`src/rtl/af_rr_if_arbiter.sv`:
```
// af_rr_if_arbiter: round-robin owner of a shared valid/data/ready bus, with burst hold and release.
// Optional forced-release hold limit enabled by defining AF_ARB_HOLD_LIMIT_EN.
`default_nettype none

module af_rr_if_arbiter #(
   parameter int NUM_REQ  = 4,
   parameter int DATA_W   = 8,
   parameter int MAX_HOLD = 16
) (
   input  logic                        clk,
   input  logic                        rst_n,
   input  logic [NUM_REQ-1:0]          req,
   input  logic [NUM_REQ-1:0]          req_last,
   input  logic [NUM_REQ*DATA_W-1:0]   req_data,
   input  logic                        bus_ready,
   output logic                        bus_valid,
   output logic [DATA_W-1:0]           bus_data,
   output logic [NUM_REQ-1:0]          gnt,
   output logic [$clog2(NUM_REQ)-1:0]  gnt_id,
   output logic                        busy
`ifdef AF_ARB_HOLD_LIMIT_EN
   ,
   output logic                        hold_tmo
`endif
);

   localparam int         IW   = $clog2(NUM_REQ);
   localparam logic [IW:0] NREQ = (IW+1)'(NUM_REQ);

   if ((NUM_REQ < 2) || (NUM_REQ > 16) || (DATA_W < 1) || (MAX_HOLD < 2)) begin : g_param_check
      $error("af_rr_if_arbiter: illegal parameter set");
   end

   typedef enum logic {S_IDLE = 1'b0, S_GRANT = 1'b1} state_t;

   state_t               state_q, state_d;
   logic [NUM_REQ-1:0]   gnt_q, gnt_d;
   logic [IW-1:0]        gnt_id_q, gnt_id_d;
   logic [IW-1:0]        rr_ptr_q, rr_ptr_d;

   logic                 w_found;
   logic [IW-1:0]        w_pick_id;
   logic [IW:0]          w_sum;
   logic [IW:0]          w_next_ptr;
   logic                 w_owner_req;
   logic                 w_owner_last;
   logic                 w_rel_ab;
   logic                 w_force;

   // First requester at or after rr_ptr, wrapping at NUM_REQ.
   always_comb begin
      w_found   = 1'b0;
      w_pick_id = '0;
      w_sum     = '0;
      for (int j = 0; j < NUM_REQ; j++) begin
         w_sum = {1'b0, rr_ptr_q} + (IW+1)'(j);
         if (w_sum >= NREQ) begin
            w_sum = w_sum - NREQ;
         end
         if (!w_found && req[w_sum[IW-1:0]]) begin
            w_found   = 1'b1;
            w_pick_id = w_sum[IW-1:0];
         end
      end
   end

   always_comb begin
      w_next_ptr = {1'b0, gnt_id_q} + (IW+1)'(1);
      if (w_next_ptr == NREQ) begin
         w_next_ptr = '0;
      end
   end

   assign w_owner_req  = req[gnt_id_q];
   assign w_owner_last = req_last[gnt_id_q];
   assign bus_valid    = (state_q == S_GRANT) && w_owner_req;
   assign bus_data     = bus_valid ? req_data[gnt_id_q*DATA_W +: DATA_W] : '0;
   // Release by final beat accepted, or by owner dropping its request.
   assign w_rel_ab     = (state_q == S_GRANT) &&
                         ((bus_valid && bus_ready && w_owner_last) || !w_owner_req);

`ifdef AF_ARB_HOLD_LIMIT_EN
   localparam int HW = $clog2(MAX_HOLD + 1);

   logic [HW-1:0] hold_cnt_q, hold_cnt_d;
   logic          hold_tmo_q, hold_tmo_d;

   assign w_force = (state_q == S_GRANT) && (hold_cnt_q == HW'(MAX_HOLD)) && !w_rel_ab;

   always_comb begin
      hold_cnt_d = '0;
      hold_tmo_d = 1'b0;
      if (state_q == S_IDLE) begin
         if (w_found) begin
            hold_cnt_d = HW'(1);
         end
      end else if (w_rel_ab || w_force) begin
         hold_tmo_d = w_force;
      end else begin
         hold_cnt_d = hold_cnt_q + HW'(1);
      end
   end

   always_ff @(posedge clk or negedge rst_n) begin
      if (!rst_n) begin
         hold_cnt_q <= '0;
         hold_tmo_q <= 1'b0;
      end else begin
         hold_cnt_q <= hold_cnt_d;
         hold_tmo_q <= hold_tmo_d;
      end
   end

   assign hold_tmo = hold_tmo_q;
`else
   assign w_force = 1'b0;
`endif

   always_comb begin
      state_d  = state_q;
      gnt_d    = gnt_q;
      gnt_id_d = gnt_id_q;
      rr_ptr_d = rr_ptr_q;
      case (state_q)
         S_IDLE: begin
            if (w_found) begin
               state_d            = S_GRANT;
               gnt_d              = '0;
               gnt_d[w_pick_id]   = 1'b1;
               gnt_id_d           = w_pick_id;
            end
         end
         S_GRANT: begin
            // gnt_id deliberately holds through the gap cycle.
            if (w_rel_ab || w_force) begin
               state_d  = S_IDLE;
               gnt_d    = '0;
               rr_ptr_d = w_next_ptr[IW-1:0];
            end
         end
         default: begin
            state_d = S_IDLE;
            gnt_d   = '0;
         end
      endcase
   end

   always_ff @(posedge clk or negedge rst_n) begin
      if (!rst_n) begin
         state_q  <= S_IDLE;
         gnt_q    <= '0;
         gnt_id_q <= '0;
         rr_ptr_q <= '0;
      end else begin
         state_q  <= state_d;
         gnt_q    <= gnt_d;
         gnt_id_q <= gnt_id_d;
         rr_ptr_q <= rr_ptr_d;
      end
   end

   assign gnt    = gnt_q;
   assign gnt_id = gnt_id_q;
   assign busy   = (state_q == S_GRANT);

endmodule

`default_nettype wire

```
`config.mk`:
```
export PLATFORM = sky130hd
export DESIGN_NAME = af_rr_if_arbiter
export DESIGN_NICKNAME = d
export VERILOG_FILES = /design/src/rtl/af_rr_if_arbiter.sv
export SDC_FILE = /design/constraint.sdc
export NUM_CORES = 1
export LEC_CHECK = 0
export ABC_AREA = 1
export BUFFER_PORTS_ARGS = -buffer_cell sky130_fd_sc_hd__buf_2
export CORE_MARGIN = 4
export CORE_UTILIZATION = 46
export CTS_BUF_LIST = sky130_fd_sc_hd__clkbuf_2
export CTS_CLUSTER_SIZE = 16
export DETAILED_ROUTE_END_ITERATION = 8
export PLACE_DENSITY = 0.82
export RECOVER_POWER = 25
export SETUP_SLACK_MARGIN = 0.5
export SKIP_CTS_REPAIR_TIMING = 1
export SYNTH_ARGS = -nofsm -noshare
export SYNTH_HDL_FRONTEND = slang
export SYNTH_SLANG_ARGS = --single-unit
```
`constraint.sdc`:
```
create_clock -name clk -period 1.7 [get_ports clk]
set_input_delay 0.085 -clock clk [delete_from_list [all_inputs] [get_ports clk]]
set_output_delay 0.085 -clock clk [all_outputs]
set_load 0.05 [all_outputs]
```
==> out/metrics.csv <==
metric,value,unit
pwr-share-seq,9.6,%
status,"complete, but fails checks",
maxSlewViolCount,0,
placed_cells,274,
cts_tree,done,
tns,-0.7013,ns
area_growth,86.58,%
slew-limit-headroom,64.98,%
instances_no_fill,294,
layout_commonest_cell,buf_2,
setup_ws,-0.09174,ns
cts_buffer_depth,2,
dpl.hpwl,2619,um
overflow,0,
cp-start-kind,register,
power-per-cell-area,2430,mW/mm^2
holdCritPathClass,in2reg,
syn-cell-area,0.001072,mm^2
wl,4490,um
final_cell_mix,"47 x buf_2, 35 x nor2_1, 32 x nand2_1",
die_h,56.28,um
drc_errors,0,
avgSynthCellArea,5.734,um^2
worstSkewPairLatency,0.24,ns
cts_buffers,3,
violations,setup timing,
finalCritPeriodShare,105.4,%
layout-drive-gt1-share,60.90,%
met1_length,1826,um
io_pins,59,
pre_cts_slack,-0.001743,ns
highest_layer,met4,
p_int,0.002000,W
clock_skew,0.0006455,ns
sw_frac_of_total,58.87,%
first_global_vias,1247,
cts.sinks,9,
rows,17,
rsz0062_at_grt,yes,
synth_cells,187,
h-tree-depth,1,
clkPwrFrac,2.7,%
diodes,0,
tightest_slew,0.5253,ns
dieArea,0.003167,mm^2
fmax,0.5581,GHz
vias,1574,
p_leak,0.9908,nW
yosysTopAreaCellShare,21.00,%
crit_type,reg2out,
met3_length,366,um
initial_utilization,48.47,%
fin_crit,1.792,ns
max-vdd-ir-drop,0.001756,V
critPathMaxFanout,6,
core-area,0.002212,mm^2
grt_max_degree,19,
nets,311,
yosysUniqueCellTypes,21,
wl_per_cell,15.27,um
antenna_found_initial,0,
cts-root-buf,clkbuf_2,
synthTopCellsByArea,"dfrtp_1 21%, nand2_1 17%, nor2_1 14%, o21ai_0 8.9%, nand3_1 7.0%",
crit_arrival,1.71,ns
finalHoldViolCount,0,
track_usage,20.66,%
drtIter0Drc,93,
port_buffers,58,
grt_pass1_wl,5506,um
yosysTopAreaCell,dfrtp_1,
met2_length,2247,um
ys_seq_area_share,21.00,%
synth_nets,231,
yosys_warnings,0,
switchingPower,0.002862,W
ant_nets,0,
end_kind,output port,
pwr-share-comb,87.7,%
firstDrtPassIters,4,
path_clk_slew,0.09,ns
fillCellCount,105,
setup_violations,8,
die_w,56.28,um
max-cap-violations,0,
ys_ff_latch,9,
required,1.62,ns
viasPerCell,5.354,
place_congestion,0.8374,
[worst max-delay path: stages, from the launching register on]
cell	delay, ns
dfrtp_4	0.52
o21ai_2	0.15
nand2_2	0.09
nor2_4	0.12
clkinvlp_4	0.13
buf_12	0.16
a21oi_4	0.11
buf_6	0.17
[path summary, 6_finish.rpt]
| check | start | end | slack (ns) | depth (start not counted) |
|---|---|---|---|---|
| max | gnt_id[0] | bus_data[3] | -0.09 | 7 |
| min | bus_ready | busy | 0.22 | 4 |
| max reg2reg | gnt_id[0] | gnt[0] | 0.09 | 10 |
| min reg2reg | gnt[0] | gnt[0] | 0.52 | 2 |
| max in group asynchronous | rst_n | gnt_id[0] | 0.98 | 2 |
| min in group asynchronous | rst_n | gnt[2] | 0.33 | 2 |
[metrics by stage]
step	total power (W)	area, um^2	util, %	hold slack [ns]
2_1_floorplan	0.002926	1244	-	-0.2106
3_3_place_gp	0.003490	1583	71.55	-0.05596
3_5_place_dp	0.003514	1583	71.55	-0.05424
4_1_cts	0.003661	1603	72.45	-0.3186
5_1_grt	0.005199	2001	90.44	0.2361
6_report	0.004862	2001	90.44	0.2191
[power by group through the flow]
stage | Combinational [W] | Clock [W] | Sequential (W)
2_1_floorplan | 0.00229 | 0 | 0.000633
5_1_grt | 0.00457 | 0.000152 | 0.000477
3_3_place_gp | 0.00307 | 0 | 0.000417
3_5_place_dp | 0.00309 | 0 | 0.000422
4_1_cts | 0.00311 | 0.000136 | 0.000418
6_report | 0.00426 | 0.000134 | 0.000464
[routing by layer]
metal  GRT usage (%)  vias to the layer above
met4           2.034                        0
met3           3.448                        6
met1           29.11                      729
met2           34.22                       78
li1                -                      761
met5               0                        -
[layout make-up]
class                           count  area, um^2  share of cell area [%]
Timing Repair Buffer               80       579.3                   28.96
Timing Repair inverter              2       27.53                   1.376
Multi-Input combinational cell    156        1018                   50.91
Inverter                           15       87.58                   4.378
Tap cell                           28       35.03                   1.751
Sequential cell                     9       232.7                   11.63
Clock buffer                        4       20.02                   1.001
[cell families (layout without fill, tap and decap cells)]
| kind of cell | count (synthesis) | count (layout) | share of synthesized area, % |
|---|---|---|---|
| flip-flops | 9 | 9 | 21.00 |
| AO/OA/AOI/OAI | 33 | 33 | 15.99 |
| adder cells (fa/ha/maj) | 1 | 1 | 1.167 |
| AND/OR/NAND/NOR | 122 | 122 | 52.16 |
| buffers and inverters | 22 | 101 | 9.684 |
[flip-flops by register name, summed over array words and instances, names as in the netlist]
name      flops
busy          1
gnt           4
gnt_id        2
rr_ptr_q      2
[synth_stat cells, drive strengths merged]
library cell and instances:
nand2 62, nor2 41, o21ai 22, nand3 17, inv 15, a21oi 10
dfrtp 9, buf 6, nand4 2, a21boi 1, clkbuf 1, ha 1
Power figures use the tool's default switching activity.
